## config.mk

```make
export PLATFORM = sky130hd
export DESIGN_NAME = serial_ripple_subtractor
export DESIGN_NICKNAME = d
export VERILOG_FILES = /design/src/rtl/serial_ripple_subtractor_pkg.sv /design/src/rtl/serial_ripple_subtractor_full_subtractor.sv /design/src/rtl/serial_ripple_subtractor.sv
export SDC_FILE = /design/constraint.sdc
export NUM_CORES = 1
export LEC_CHECK = 0
export CAP_MARGIN = 20
export CORE_AREA = 2 2 48 50
export DETAILED_ROUTE_END_ITERATION = 10
export DIE_AREA = 0 0 50 52
export PLACE_DENSITY = 0.73
export REMOVE_ABC_BUFFERS = 1
export SYNTH_ARGS = -nofsm -noshare
export SYNTH_HDL_FRONTEND = slang
export SYNTH_SLANG_ARGS = --single-unit
export TNS_END_PERCENT = 50
```

## constraint.sdc

```tcl
create_clock -name clk -period 1.75 [get_ports clk]
set_input_delay 0.2625 -clock clk [delete_from_list [all_inputs] [get_ports clk]]
set_output_delay 0.2625 -clock clk [all_outputs]
set_load 0.01 [all_outputs]
```

## src/rtl/serial_ripple_subtractor_pkg.sv

```systemverilog
// Shared types and defaults for the bit-serial ripple subtractor.
package serial_ripple_subtractor_pkg;

   localparam int c_default_wordlength = 4;

   typedef enum logic [1:0] {
      IDLE = 2'd0,
      RUN  = 2'd1,
      DONE = 2'd2
   } sub_state_t;

endpackage

```

## src/rtl/serial_ripple_subtractor_full_subtractor.sv

```systemverilog
// One-bit full subtractor, reused for every bit position of the serial datapath.
module full_subtractor (
   input  logic a,
   input  logic b,
   input  logic bi,
   output logic d,
   output logic bo
);

   assign d  = a ^ b ^ bi;
   assign bo = (~a & b) | (~(a ^ b) & bi);

endmodule

```

## src/rtl/serial_ripple_subtractor.sv

```systemverilog
// Bit-serial subtractor: s = a - b - bi, one bit per clock, LSB first.
//
// state | meaning
// IDLE  | ready for operands (in_rd=1)
// RUN   | processing bit idx, one bit per cycle
// DONE  | s/bo valid (out_vld=1), held until out_rd
module serial_ripple_subtractor
   import serial_ripple_subtractor_pkg::*;
#(
   parameter int p_wordlength = c_default_wordlength
) (
   input  logic                    clk,
   input  logic                    rst_n,
   input  logic [p_wordlength-1:0] a,
   input  logic [p_wordlength-1:0] b,
   input  logic                    bi,
   input  logic                    in_vld,
   output logic                    in_rd,
   output logic [p_wordlength-1:0] s,
   output logic                    bo,
   output logic                    out_vld,
   input  logic                    out_rd
);

   if (p_wordlength < 1) begin : g_bad_width
      $error("serial_ripple_subtractor: p_wordlength must be at least 1");
   end

   localparam int c_idx_w = $clog2(p_wordlength) + 1;
   localparam logic [c_idx_w-1:0] c_last_idx = c_idx_w'(p_wordlength - 1);

   sub_state_t state, state_nxt;

   logic [p_wordlength-1:0] a_sh;
   logic [p_wordlength-1:0] b_sh;
   logic [p_wordlength-1:0] s_reg;
   logic [p_wordlength:0]   s_cat;
   logic [c_idx_w-1:0]      idx;
   logic                    br;
   logic                    bo_reg;
   logic                    fs_d;
   logic                    fs_bo;
   logic                    last_bit;

   // Operands shift right so the active bit is always at position 0.
   full_subtractor u_fs (
      .a  (a_sh[0]),
      .b  (b_sh[0]),
      .bi (br),
      .d  (fs_d),
      .bo (fs_bo)
   );

   assign last_bit = (idx == c_last_idx);
   assign s_cat    = {fs_d, s_reg};

   always_ff @(posedge clk or negedge rst_n) begin
      if (!rst_n) begin
         state <= IDLE;
      end else begin
         state <= state_nxt;
      end
   end

   always_comb begin
      state_nxt = state;
      case (state)
         IDLE:    if (in_vld) state_nxt = RUN;
         RUN:     if (last_bit) state_nxt = DONE;
         DONE:    if (out_rd) state_nxt = IDLE;
         default: state_nxt = IDLE;
      endcase
   end

   always_ff @(posedge clk or negedge rst_n) begin
      if (!rst_n) begin
         a_sh   <= '0;
         b_sh   <= '0;
         s_reg  <= '0;
         idx    <= '0;
         br     <= 1'b0;
         bo_reg <= 1'b0;
      end else begin
         case (state)
            IDLE: begin
               if (in_vld) begin
                  a_sh  <= a;
                  b_sh  <= b;
                  br    <= bi;
                  idx   <= '0;
                  s_reg <= '0;
               end
            end
            RUN: begin
               a_sh  <= a_sh >> 1;
               b_sh  <= b_sh >> 1;
               br    <= fs_bo;
               // Difference bits enter at the MSB; after W shifts bit i sits at i.
               s_reg <= s_cat[p_wordlength:1];
               if (last_bit) begin
                  bo_reg <= fs_bo;
               end else begin
                  idx <= idx + 1'b1;
               end
            end
            default: ;
         endcase
      end
   end

   assign in_rd   = (state == IDLE);
   assign out_vld = (state == DONE);
   assign s       = s_reg;
   assign bo      = bo_reg;

endmodule

```

# Word level (Yosys, flattened, before mapping)
# Index checks and enable logic that the tools add are counted.
[word_totals] reg_bits=19 in_bits=13 output_inout_bits=7 elab_cells=43
[classes] n_addsub=1 eq_ne=7 mux=15 bitwise_logic=7 n_reduce_logical=6
[ops] op="$pmux 4 s2" count=3
[ops] op="$mux 4" count=3
[ops] op="$mux 2" count=3
[ops] op="$mux 3" count=2
[ops] op="$ne 2x2->1 const B" count=3
[ops] op="$pmux 2 s3" count=1
[ops] op="$pmux 3 s2" count=1
[ops] op="$reduce_and 3->1" count=2
[ops] op="$reduce_and 2->1" count=2
[ops] op="$add 3x1->3 const B" count=1
[ops] op="$eq 3x2->1 const B" count=1
[ops] op="$and 1x1->1" count=2
[ops] op="$eq 2x1->1 const B" count=1
[ops] op="$eq 2x2->1 const B" count=1
[ops] op="$logic_not 2->1" count=1
[ops] op="$ne 2x1->1 const B" count=1
[ops] op="$not 1->1" count=2
[ops] op="$pmux 1 s2" count=1
[ops] op="$reduce_bool 2->1" count=1
[ops] op="$xor 1x1->1" count=2
[ops] op="$mux 1" count=1
[ops] op="$or 1x1->1" count=1

# Logic depth before layout (Yosys ltp)
# Gate-level depths: netlist (run 1).
[depth] ltp_word=5 mapped_depth=5 mapped_depth_nobuf=5

# Modules after synthesis
# Synthesis (run 1) repeated with hierarchy kept, for this count alone.
[hier_totals] cells_unflattened=86 area_unflattened_um2=922.1
[by_module_without_submodules] module="serial_ripple_subtractor" n_inst=1 cells_per_inst=82 area_per_inst_um2=890.9 seq_area_each_um2=475.5
[by_module_without_submodules] module="full_subtractor" n_inst=1 cells_per_inst=4 area_per_inst_um2=31.3 seq_area_each_um2=0.0

# Worst setup path before layout (run 1)
# OpenSTA, ideal clock, no wires.
[synth_timing] path_type="register -> register" startpoint="register idx[0]" endpoint="register idx[2]" setup_time_ps=65 arrival_ps=1323 required_ps=1685 path_slack_ps=361 path_stages_with_launch=6 n_path_buf=0 synth_period_minus_slack_ps=1389 path_cell_list="dfrtp_1 -> ha_1 -> ha_1 -> or3_1 -> o21ai_0 -> a22o_1"
[synth_between] elab_chain_len=3 elab_cells_between_ends=6 classes_between="add/sub (1); eq/ne (2); mux (2); reduce/logical (1)"
[synth_rtl] item="from (decl)" line="serial_ripple_subtractor.sv:38" rtl="logic [c_idx_w-1:0] idx;"
[synth_rtl] item="from (signal assigned)" line="serial_ripple_subtractor.sv:103" rtl="idx <= idx + 1'b1;"
[synth_rtl] item="$add 3x1->3 or $eq 3x2->1 (tied branches)" line="serial_ripple_subtractor.sv:103, serial_ripple_subtractor.sv:54"
[synth_rtl] item="$mux 3 or $ne 2x2->1 (tied branches)"
[synth_rtl] item="$pmux 3 s2 or $reduce_and 3->1 (tied branches)"
# Parallel ways exist; a longest one is shown, timed or not. The select of a mux whose other input is x is not followed.
# A chain may end at the register's enable or synchronous reset.

# Worst setup path after layout (run 1)
[layout_timing] startpoint="register state[1]" endpoint="output out_vld"
[layout_between] elab_chain_len=1
[layout_rtl] item="from (decl)" line="serial_ripple_subtractor.sv:32" rtl="sub_state_t state, state_nxt;"
[layout_rtl] item="from (signal assigned)" line="serial_ripple_subtractor.sv:61" rtl="state <= state_nxt;"
[layout_rtl] item="$eq 2x2->1" line="serial_ripple_subtractor.sv:112" rtl="assign out_vld = (state == DONE);"
[layout_rtl] item="to (decl)" line="serial_ripple_subtractor.sv:21" rtl="output logic out_vld,"
# No other way between the ends.

==> results of run 1 <==
==> metrics by stage <==
step / hold WS (ns) / std cells / utilization (%) / instance area [um2] / power (W)
2_1_floorplan: -0.0331 / 81 / - / 921 / 0.00149
3_3_place_gp: 0.480 / 132 / 55.9 / 1180 / 0.00183
3_5_place_dp: 0.492 / 132 / 55.9 / 1180 / 0.00187
4_1_cts: 0.287 / 137 / 57.6 / 1210 / 0.00212
5_1_grt: 0.297 / 137 / 57.6 / 1210 / 0.00228
6_report: 0.285 / 137 / 57.6 / 1210 / 0.00208
==> where the power goes <==
part           internal, W  switching [W]  leakage (nW)
registers         0.000643       0.000152         0.233
clock network    0.0000887       0.000129        0.0150
logic             0.000566       0.000505         0.288
total              0.00130       0.000786         0.536
==> final timing paths <==
| kind | to | slack [ns] | depth (start not counted) |
|---|---|---|---|
| worst max-delay path | out_vld | 0.22 | 3 |
| worst min-delay path | bo | 0.29 | 2 |
| worst max register to register | idx[2] | 0.22 | 5 |
| worst min register to register | s[0] | 0.51 | 1 |
| max in group asynchronous | state[0] | 1.25 | 2 |
| min in group clk | b_sh[3] | 0.51 | 3 |
==> logic make-up (layout without fill, tap and decap cells) <==
logic type | after synthesis | after routing
adders and majority gates | 3 | 3
DFF | 19 | 19
buffers and inverters | 10 | 34
AOI/OAI and AO/OA | 28 | 28
and+or+nand+nor | 23 | 23
muxes | 2 | 2
==> final cells by class <==
cell class              count  area (um2)  share of cell area, %
flip-flops and latches     19         478                   39.4
multi-input cells          56         412                   34.0
repair buffers             24         225                   18.6
inverters                   6        36.3                   2.99
well taps                  28        35.0                   2.89
clock buffers               4        26.3                   2.17
==> repair_timing <==
action	in CTS	in global routing
setup endpoints to repair	2	0
buffers inserted	1	0
resized for setup	5	0
==> worst max-delay path, delay by kind of cell, from the launching register on <==
family	cells	cell delay, ns
buffers and inverters	2	0.50
DFF	1	0.45
and+or+nand+nor	1	0.04
==> cell usage in the layout (no fill, tap or decap), types with 2 or more instances in the layout <==
master	synthesis	layout
dfrtp_1	19	17
inv_1	5	5
o32ai_1	5	5
dfrtp_2	0	2
a22o_1	8	8
o21ai_0	5	5
o22ai_1	4	4
nand2_1	3	3
or3_1	2	2
nand2b_1	2	2
o31ai_1	2	2
buf_4	2	5
clkbuf_4	0	3
nor2b_1	2	2
nor2_1	10	9
a221oi_2	2	2
dlygate4sd2_1	0	2
ha_1	2	2
clkdlybuf4s50_1	0	17
==> layer usage <==
layer  wire length (um)  global-route usage [%]  vias to the layer above
li1                   -                       -                      360
met1                839                    20.7                      360
met2                966                    30.7                       31
met3                114                    3.74                        4
met5                  0                       0                        -
met4                 24                    7.87                        0
==> results.md, run 1 <==
- Pre-CTS setup slack: about 0.13 ns
- Seq/Total Area, Yosys: 49.9%
- Synth Area in Compound Gates: between 20% and 30%
- Nets@finish: 126
- Simple-gate share of the synthesized area: between 10% and 20%
- Critical path class: register to output pin
- Area growth, synth to finish: 27.3%
- Top-count cell post-synth: dfrtp_1
- Fin. Hold Viols: 0
- First-pass GRT wire length: 3410 um
- Synth Area in XOR/XNOR: 0%
- H-tree depth: 1
- GRT Resource Usage Total: 17.6%
- Worst setup margin: ~0.22 ns
- CP startpoint kind: register
- Critical path cell sequence: bufinv_8 -> nor2_1 -> dlygate4sd2_1
- Worst skew pair latency: around 0.29 ns
- Syn Area/Cell: 11.2 um2
- Clock Skew: 0.000767 ns
- Max Fclk: 0.652 GHz
- Post-Synth Adder-Cell Area: 4.73%
- Fillers: 185
- Tcrit/Tclk final: 87.7%
- # diodes: 0
- DR DRC count: 0
- Synth cell count leaders: 19 x dfrtp_1, 10 x nor2_1, 8 x a22o_1
- Status: finished clean
- Final Setup Violations: 0
- Synthesis-stage register bit count: 19
- Critical-path top delay cell: dfrtp_2
- Final slew viol count: 0
- Cells after Synth: 85
- Post-synthesis mux area share: 2.23%
- Required @ worst endpoint: ~1.5 ns
- TritonCTS Buffers: 3
- CTS max path bufs: 2
- DR vias: approximately 760
- Drt pass-1 iters: 4
- Synth Warn #: 0
- IO Count: 20
- Hold_buf cts: 0
- Worst-Margin Slew: 0.277 ns
- # port buffers: 19
- Initial antenna violation count: 0
- Vias per cell: 5.51
- Routed Antenna Nets: 0
- P_leak: 0.536 nW
- Largest family of logic cells by synthesized area: compound AO/OA/AOI/OAI gates
- Synth unique cells: 27
- Register clock-pin slew on the reported worst setup and hold paths: 0.10 ns
- CTS sink count: 19
- Synth Cell Area: ~950 um2
- Number of global-route vias before repair: 776
- VDD IR-drop max: 806 uV
- Post-synth EDFFs: 0
- DR WL/cell: 14.2 um
- Final wirelength: slightly below 2000 um
- Top area cells in the synthesized netlist: dfrtp_1 50%, a22o_1 7.4%, o32ai_1 4.6%
- Asr flop ratio synth: 100%
- Max_slew headroom: 81.5%
- GPL Wtd Cong: 0.851
- Maximum number of pins on one net before global-route repair: 20
- Ys flop type: dfrtp_1
- Core ar.: ~2100 um2
- Die Y: 52 um
- CP peak stage delay: 0.45 ns
- FP Rows: 17
- Worst reg2reg startpoint: idx[0]
- Remaining global-route overflow: 0
- CP arrival: 1.27 ns
- RSZ-0062 raised after global routing: no
- Root buffer cell: clkbuf_4
- DP HPWL: 1470 um
- Max FO, Critical Path: 7
- CTS tree: yes
- Worst Hold Class: input pin to asynchronous set/reset pin
- Total negative setup slack: 0 ns
- Initial Util: between 40% and 50%
- Share of layout cells above drive strength 1: 15.6%
- Endpoint class of the critical path: output pin
- Synth top area share: 49.9%
- PD cells: 1720 nW/um2
- Yosys top cell by area: dfrtp_1
- Starting DRC count in detailed routing: 6
- Max Cap Viol: 0
- Die W: 50 um
- Crit. Startpoint: state[1]
- Die area: 2600 um2
- Minimum clock period: 1.53 ns
(Power assumes the default switching activity.)
==> run 2, diff against run 1 <==
CORE_AREA = 2 2 49 51   (was 2 2 48 50)
DIE_AREA = 0 0 51 53   (was 0 0 50 52)
PLACE_DENSITY = 0.71   (was 0.73)
RECOVER_POWER = 50   (was default)
==> run 2 against run 1 <==
Critical path depth shrank 1. Flip-flop and latch count is the same. Global-route usage shrank 0.70 points. Sequential share of layout area grew 0.49 points. Final cell count shrank 1.5%. Register-to-register slack gained 0.03 ns. Clock skew grew 0.0025 ns. Wire length shrank 2.4%. Final area shrank 1.8%.
==> results.md, run 2 (synthesized netlist as in run 1, its figures left out) <==
- RSZ-0062 raised after global routing: no
- Worst Hold Class: register to register
- Initial antenna violation count: 0
- GRT Resource Usage Total: about 17%
- CP startpoint kind: register
- H-tree depth: 1
- Sequential share of power: 38.7%
- Critical-path top delay cell: dfrtp_1
- Vias per cell: 5.50
- Max Fclk: 0.651 GHz
- Most common cell after layout, fill and taps aside: dfrtp_1
- Number of global-route vias before repair: 697
- CTS max path bufs: 2
- Required @ worst endpoint: 1.49 ns
- Commonest non-fill, non-tap cells in the layout: 19 x dfrtp_1, 16 x clkdlybuf4s50_1, 9 x nor2_1, 8 x a22o_1
- Drt pass-1 iters: 4
- IO Count: 20
- Switching Share: 38.1%
- DR vias: 742
- Max_slew headroom: between 30% and 40%
- Minimum clock period: 1.54 ns
- Finished Layout Cells: 135
- Starting DRC count in detailed routing: 11
- CTS tree: yes
- Nets@finish: approximately 120
- CP arrival: roughly 1.3 ns
- Core ar.: between 2000 and 2500 um2
- CTS sink count: 19
- Worst skew pair latency: 0.30 ns
- Internal power: 0.00127 W
- Die area: 2700 um2
- # diodes: 0
- Status: finished clean
- Critical path cell sequence: nor2_2 -> dlygate4sd2_1
- Fin. Hold Viols: 0
- Share of layout cells above drive strength 1: 11.2%
- Routed Antenna Nets: 0
- Cell count after placement: 131
- Final wirelength: approximately 1900 um
- VDD IR-drop max: 777 uV
- Switching Power: around 0.0008 W
- CP peak stage delay: 0.49 ns
- Endpoint class of the critical path: output pin
- TritonCTS Buffers: 3
- Register clock-pin slew on the reported worst setup and hold paths: 0.10 ns
- Total negative setup slack: 0 ns
- Max FO, Critical Path: 9
- DP HPWL: 1460 um
- # port buffers: 19
- Crit. Startpoint: state[0]
- Die Y: 53 um
- Clock share of power: about 11%
- Final slew viol count: 0
- Final Setup Violations: 0
- Clock Skew: roughly 0.0033 ns
- Root buffer cell: clkbuf_4
- Utilization after layout: 55.4%
- Combinational power share: about half
- Worst-Margin Slew: 1.02 ns
- GPL Wtd Cong: between 0.7 and 0.8
- FP Rows: 17
- Die W: 51 um
- DR WL/cell: roughly 14 um
- Remaining global-route overflow: 0
- Maximum number of pins on one net before global-route repair: 20
- Post-CTS setup buffer count: 0
- Initial Util: 44.3%
- DR DRC count: 0
- Tcrit/Tclk final: between 80% and 90%
- P_leak: 0.525 nW
- PD cells: between 1500 and 2000 nW/um2
- Critical path class: register to output pin
- Min-delay src: bo
- Worst reg2reg startpoint: state[0]
- Max Cap Viol: 0
- First-pass GRT wire length: between 3000 and 4000 um
- Fillers: approximately 190
- Area growth, synth to finish: 25.1%
## run 2: final cells by class
class                   instances  area, um2  area share [%]
clock buffers                   4       26.3            2.21
inverters                       6       36.3            3.05
multi-input cells              56        412            34.6
flip-flops and latches         19        475            39.9
well taps                      28       35.0            2.94
repair buffers                 22        206            17.3
## run 2: per-layer routing
metal / vias to the layer above / GRT usage [%] / part of all wire [%]
met4: 0 / 8.11 / 2.1
met2: 22 / 27.3 / 48
li1: 362 / - / -
met3: 5 / 2.82 / 4.3
met5: - / 0 / 0
met1: 353 / 21.9 / 46
## run 2: power groups by stage
stage	clock (W)	sequential, W	combinational (W)
after floorplan	0	0.000819	0.000669
after global placement	0	0.000791	0.00103
after detailed placement	0	0.000798	0.00106
after CTS	0.000229	0.000797	0.00105
after global routing	0.000247	0.000823	0.00116
final	0.000221	0.000794	0.00104
## run 2: worst paths after layout
path | to | slack [ns] | cells after the start
max | in_rd | 0.21 | 2
min | bo | 0.50 | 2
max reg2reg | b_sh[1] | 0.25 | 4
min reg2reg | bo | 0.50 | 2
max in group asynchronous | a_sh[2] | 0.49 | 2
min in group asynchronous | bo | 0.64 | 2
## run 2: what timing repair did
| item | CTS | global route |
|---|---|---|
| setup endpoints to repair | 2 | 0 |
| resized for setup | 4 | 0 |
| hold buffers | 0 | 0 |
| hold endpoints to repair | 0 | 0 |
## run 2: metrics by stage
step	instance area, um2	hold slack, ns	total power (W)	worst slack, ns
detailed placement	1170	0.485	0.00186	0.128
finish	1190	0.499	0.00205	0.213
global route	1190	0.517	0.00223	0.131
global placement	1170	0.472	0.00182	0.182
CTS	1200	0.285	0.00208	0.219
floorplan	921	-0.0331	0.00149	0.360
## run 2: critical path, delay by kind of cell (launching register included)
family / cells / cell delay (ns)
buf+inv: 1 / 0.29
simple gates: 1 / 0.20
flops: 1 / 0.49
==> run 3, diff against run 2 <==
HOLD_SLACK_MARGIN = 0.15   (was default)
==> results of run 3 <==
Final layout, timing and power as in run 2 (identical DEF).
